[config.mk]
export PLATFORM = sky130hd
export DESIGN_NAME = bus_decoder
export DESIGN_NICKNAME = d
export VERILOG_FILES = /design/src/rtl/bus_decoder.sv
export SDC_FILE = /design/constraint.sdc
export NUM_CORES = 1
export LEC_CHECK = 0
export BUFFER_PORTS_ARGS = -buffer_cell sky130_fd_sc_hd__buf_2
export CAP_MARGIN = 20
export CORE_MARGIN = 4
export CORE_UTILIZATION = 25
export DETAILED_ROUTE_END_ITERATION = 10
export MAX_ROUTING_LAYER = met4
export PLACE_DENSITY = 0.44
export SYNTH_ARGS = -nofsm -noshare
export SYNTH_HDL_FRONTEND = slang
export SYNTH_SLANG_ARGS = --single-unit
[constraint.sdc]
create_clock -name clk -period 2.35 [get_ports clk]
set_clock_uncertainty 0.15 [all_clocks]
set_input_delay 0.47 -clock clk [delete_from_list [all_inputs] [get_ports clk]]
set_output_delay 0.47 -clock clk [all_outputs]
set_load 0.1 [all_outputs]
[src/rtl/bus_decoder.sv]
// bus_decoder: Mackerel-10 68000 address decoder, DTACK merger and bus-cycle controller.
// Define BERR_WATCHDOG_EN to add the bus-error watchdog and its TIMEOUT state.
module bus_decoder #(
    parameter int unsigned ROM_WS      = 2,
    parameter int unsigned BERR_CYCLES = 200,
    parameter logic [3:0]  DRAM_TOP    = 4'hE,
    parameter logic [3:0]  ROM_NIB     = 4'hF,
    parameter logic [8:0]  DUART_BASE  = 9'h1FF
) (
    input  logic        clk,
    input  logic        rst_n,
    input  logic        as_n,
    input  logic        rw,
    input  logic [2:0]  fc,
    input  logic [22:0] addr_in,
    input  logic        dtack_dram_n,
    input  logic        dtack_duart_n,
    output logic        cs_dram_n,
    output logic        cs_rom_n,
    output logic        cs_duart_n,
    output logic        dtack_n,
    output logic        vpa_n,
    output logic        berr_n
);

`ifdef BERR_WATCHDOG_EN
    typedef enum logic [1:0] {IDLE, ACTIVE, DONE, TIMEOUT} state_t;
    localparam logic [7:0] BERR_LAST = 8'(BERR_CYCLES - 1);
`else
    typedef enum logic [1:0] {IDLE, ACTIVE, DONE} state_t;
`endif

    localparam logic [7:0] ROM_WS_LAST = 8'(ROM_WS - 1);

    if (ROM_WS > 15 || BERR_CYCLES == 0 || BERR_CYCLES > 255) begin : g_param_check
        $error("bus_decoder: ROM_WS must be 0..15 and BERR_CYCLES 1..255");
    end

    state_t     state;
    logic [7:0] count;
    logic       overlay;
    logic       rom_cycle;
    logic       rom_ready;

    logic cycle_on;
    logic is_iack;
    logic is_vector;
    logic in_dram;
    logic in_rom;
    logic in_duart;
    logic sel_dram;
    logic sel_rom;
    logic sel_duart;
    logic target_ack;

    assign cycle_on  = !as_n && rst_n;
    assign is_iack   = (fc == 3'b111);
    assign is_vector = overlay && ({addr_in, 1'b0} < 24'h000008);
    assign in_dram   = (addr_in[22:19] < DRAM_TOP);
    assign in_rom    = (addr_in[22:19] == ROM_NIB) && !addr_in[18];
    assign in_duart  = (addr_in[22:14] == DUART_BASE);

    // Target decode; ROM only answers reads, so a ROM write falls through as unmapped.
    always_comb begin
        sel_dram  = 1'b0;
        sel_rom   = 1'b0;
        sel_duart = 1'b0;
        if (!is_iack) begin
            if (is_vector) begin
                sel_rom = rw;
            end else if (in_dram) begin
                sel_dram = 1'b1;
            end else if (in_rom) begin
                sel_rom = rw;
            end else if (in_duart) begin
                sel_duart = 1'b1;
            end
        end
    end

    // Acknowledge from whichever target owns the cycle; VPA counts as the IACK answer.
    always_comb begin
        target_ack = 1'b0;
        if (is_iack) begin
            target_ack = 1'b1;
        end else if (sel_rom) begin
            target_ack = rom_ready;
        end else if (sel_dram) begin
            target_ack = !dtack_dram_n;
        end else if (sel_duart) begin
            target_ack = !dtack_duart_n;
        end
    end

    // Cycle FSM: any sampled AS high ends the cycle and drops the overlay after a ROM-space cycle.
    always_ff @(posedge clk or negedge rst_n) begin
        if (!rst_n) begin
            state     <= IDLE;
            count     <= '0;
            overlay   <= 1'b1;
            rom_cycle <= 1'b0;
            rom_ready <= 1'b0;
        end else if (as_n) begin
            if (state != IDLE && rom_cycle) begin
                overlay <= 1'b0;
            end
            state     <= IDLE;
            count     <= '0;
            rom_ready <= 1'b0;
        end else begin
            case (state)
                IDLE: begin
                    state     <= ACTIVE;
                    count     <= '0;
                    rom_cycle <= (addr_in[22:19] == ROM_NIB);
                    rom_ready <= (ROM_WS == 0);
                end
                ACTIVE: begin
                    if (count != 8'hFF) begin
                        count <= count + 8'd1;
                    end
                    if (count == ROM_WS_LAST) begin
                        rom_ready <= 1'b1;
                    end
                    if (target_ack) begin
                        state <= DONE;
`ifdef BERR_WATCHDOG_EN
                    end else if (count == BERR_LAST) begin
                        state <= TIMEOUT;
`endif
                    end
                end
                default: begin
                    state <= state;
                end
            endcase
        end
    end

    assign cs_dram_n  = !(cycle_on && sel_dram);
    assign cs_rom_n   = !(cycle_on && sel_rom);
    assign cs_duart_n = !(cycle_on && sel_duart);
    assign vpa_n      = !(cycle_on && is_iack);
    assign dtack_n    = !(cycle_on && !is_iack &&
                          ((state == ACTIVE && target_ack) || state == DONE));

`ifdef BERR_WATCHDOG_EN
    assign berr_n = !(cycle_on && state == TIMEOUT);
`else
    assign berr_n = 1'b1;
`endif

endmodule

==> flow_metrics.py <==
metrics = {
    "clocking": {
        "clock_sinks": 13,
        "root_buffer": "clkbuf_4",
        "htreeDepth": 1,
        "clk_pin_slew_worst_paths_ps": 80,
        "cts_tree": "yes",
        "numCtsBuffers": 3,
        "clockBufferDepth": 2,
        "clk-insertion-delay-late_ps": 270,
    },
    "synthesis": {
        "ys_ff_latch": 13,
        "synth_ff_type": "dfrtp_1",
        "yosysSeqAreaShare": 0.368,
        "async_flop_share": 1.00,
        "ys_types": 37,
        "netlist.top_cell.by_area": "dfrtp_1",
        "synth_top_area_frac": 0.339,
        "netlist_area_um2": 887,
        "syn-mean-instance-area_um2": 8.53,
        "synth_nets": 138,
        "yosysWarnings": 0,
        "synth-edff-count": 0,
        "synth_area_leaders": "dfrtp_1, nor2_1, a21oi_1",
        "synth_cells": 104,
    },
    "floorplanning": {
        "ios": 38,
        "die_x_um": 67.6,
        "die_area_um2": 4570,
        "rows": 21,
        "die_y_um": 67.6,
        "initial_core_util": 0.262,
        "core_um2": 3390,
    },
    "setup_path": {
        "crit-reg2reg-launch": "overlay",
        "cpPeakStageDelay_ps": 540,
        "rrSetupSlack_ps": 260,
        "required_ps": 1730,
        "path_delay_family": "simple AND/OR/NAND/NOR gates",
        "critPathLaunchType": "flip-flop",
        "end_kind": "primary output",
        "critPathKind": "flip-flop to primary output",
        "critPathBufInv": 1,
        "critPathArrivalTime_ps": 2140,
        "r2r_end": "state[1]",
        "critPathSlowestCell": "dfstp_2",
        "crit_fanout": 2,
        "crit_chain": "nor4b_4 > nand4_1 > or2_1 > a221o_1 > a32oi_4 > buf_12",
        "reg2regPathDepth": 6,
    },
    "finish": {
        "drive_gt1_frac": 0.421,
        "syn_to_final_growth_pct": 55.0,
        "n_fill_cell": 326,
        "antennaDiodeCount": 0,
        "fin_nets": 187,
        "fin_cells": 198,
    },
    "global_routing": {
        "antenna_found_initial": 0,
        "grt_max_degree": 15,
        "grt.overflow.total": 0,
        "globalRouteTotalUtil": 0.128,
        "grt_pass1_vias": 980,
        "grt_pass1_wl_um": 4350,
    },
    "detailed_routing": {
        "num_vias": 989,
        "via_per_inst": 4.99,
        "dr.pass1.iters": 4,
        "wire_per_inst_um": 12.9,
        "routed_wl_um": 2550,
        "drtAntennaViolNets": 0,
        "first_iter_violations": 103,
        "drc_errors": 0,
    },
    "placement": {
        "hpwl_um": 2050,
        "dp_cells": 193,
        "place_congestion": 0.834,
        "place_ws_ps": -349,
        "port_buffers": 34,
    },
    "timing": {
        "setup_viol": 3,
        "finalCriticalPeriod_ps": 2760,
        "fmax_ghz": 0.362,
        "finalHoldViolations": 0,
        "rsz0062_at_grt": "true",
        "setup_slack_ps": -409,
        "slew_viol_final": 0,
        "timing.final.crit_share": 1.17,
    },
    "power": {
        "p_clk_frac": 0.258,
        "internal_power_uw": 365,
        "p_sw_uw": 168,
        "pwr-share-seq": 0.454,
        "ir_drop_mv": 0.139,
        "p_comb_frac": 0.288,
        "swShare": 0.315,
        "powerDensity_nw_per_um2": 387,
        "p_leak_nw": 0.614,
    },
    "min_path": {
        "hold_path_class": "primary input to async pin",
    },
    "run_status": {
        "failed_checks": "negative setup slack",
        "status": "finished, violations left",
    },
    "flow_run": {
        "maxCapViolCount": 0,
    },
}
## cell usage in the layout (no fill, tap or decap), types with 2 or more instances in the layout
cell type	instances
buf_2	29
nand2_1	6
buf_4	13
ha_1	2
inv_1	5
and2_1	2
nor4_1	4
nand3_4	2
buf_12	5
and3_1	3
nand4_1	3
nand3b_1	3
nand3_1	5
clkbuf_4	3
a41o_2	2
nor2_1	12
nor3_1	3
a31oi_1	3
a21oi_1	8
o21a_1	2
o21ai_0	3
dfrtp_1	12
## power by group through the flow
stage	combinational [mW]	clock (mW)	sequential, mW
after floorplan	0.0820	0	0.240
after global placement	0.149	0	0.246
after detailed placement	0.150	0	0.246
after CTS	0.152	0.146	0.242
after global routing	0.169	0.156	0.243
final	0.153	0.137	0.242
## cells by family (layout without fill, tap and decap cells)
group,count (synthesis),after routing,synth area share
AO/OA/AOI/OAI,26,26,0.212
buffers and inverters,9,57,0.0423
AND/OR/NAND/NOR,52,52,0.333
adder cells (fa/ha/maj),2,2,0.0282
flip-flops,13,13,0.368
multiplexers,1,1,0.0127
other,1,1,0.00423
## what timing repair did
action / in CTS / in global routing
hold buffers: 0 / 0
buffers inserted: 1 / 0
cloned: 0 / 0
setup endpoints to repair: 3 / 3
pin swaps: 3 / 1
resized for setup: 6 / 5
## layer usage
metal / part of all wire / routed length (um) / global-route usage
met4: 0.015 / 39 / 0.0633
met2: 0.43 / 1090 / 0.198
met3: 0.075 / 192 / 0.0183
met5: 0 / 0 / -
met1: 0.48 / 1230 / 0.161
## cell usage after synthesis (4+ instances only)
| cell type | n |
|---|---|
| nor2_1 | 12 |
| inv_1 | 5 |
| o21ai_0 | 4 |
| nand3_1 | 7 |
| nor4_1 | 4 |
| a21oi_1 | 8 |
| nand2_1 | 6 |
| and3_1 | 4 |
| dfrtp_1 | 12 |
## worst max path at each step
| stage | depth (start not counted) | from | end | slack [ps] |
|---|---|---|---|---|
| after floorplan | 5 | addr_in[21] | dtack_n | -410 |
| after global placement | 7 | addr_in[21] | dtack_n | -360 |
| after detailed placement | 7 | addr_in[21] | dtack_n | -350 |
| after CTS | 6 | overlay | dtack_n | -480 |
| after global routing | 6 | overlay | dtack_n | -540 |
| final | 6 | overlay | dtack_n | -410 |
## cell type report
class / count / area [um^2] / area share
multi-input cells: 82 / 592 / 0.430
repair buffers: 48 / 354 / 0.258
flip-flops and latches: 13 / 327 / 0.237
well taps: 46 / 57.6 / 0.0419
clock buffers: 4 / 26.3 / 0.0191
inverters: 5 / 18.8 / 0.0136
## per-stage QoR
step / hold WS [ps] / instance area (um^2) / setup TNS, ps / util / total power, mW
6_report: 20.6 / 1380 / -465 / 0.406 / 0.533
3_5_place_dp: 303 / 1290 / -353 / 0.382 / 0.396
2_1_floorplan: 24.4 / 927 / -612 / - / 0.322
3_3_place_gp: 304 / 1290 / -359 / 0.382 / 0.395
4_1_cts: 15.9 / 1350 / -684 / 0.399 / 0.539
5_1_grt: 19.1 / 1380 / -819 / 0.406 / 0.568
## flip-flops by register name (all words and copies together) (netlist names)
name	count
state	2
overlay	1
rom_cycle	1
count	8
rom_ready	1
Note: power is estimated with default switching activity, not from simulation.
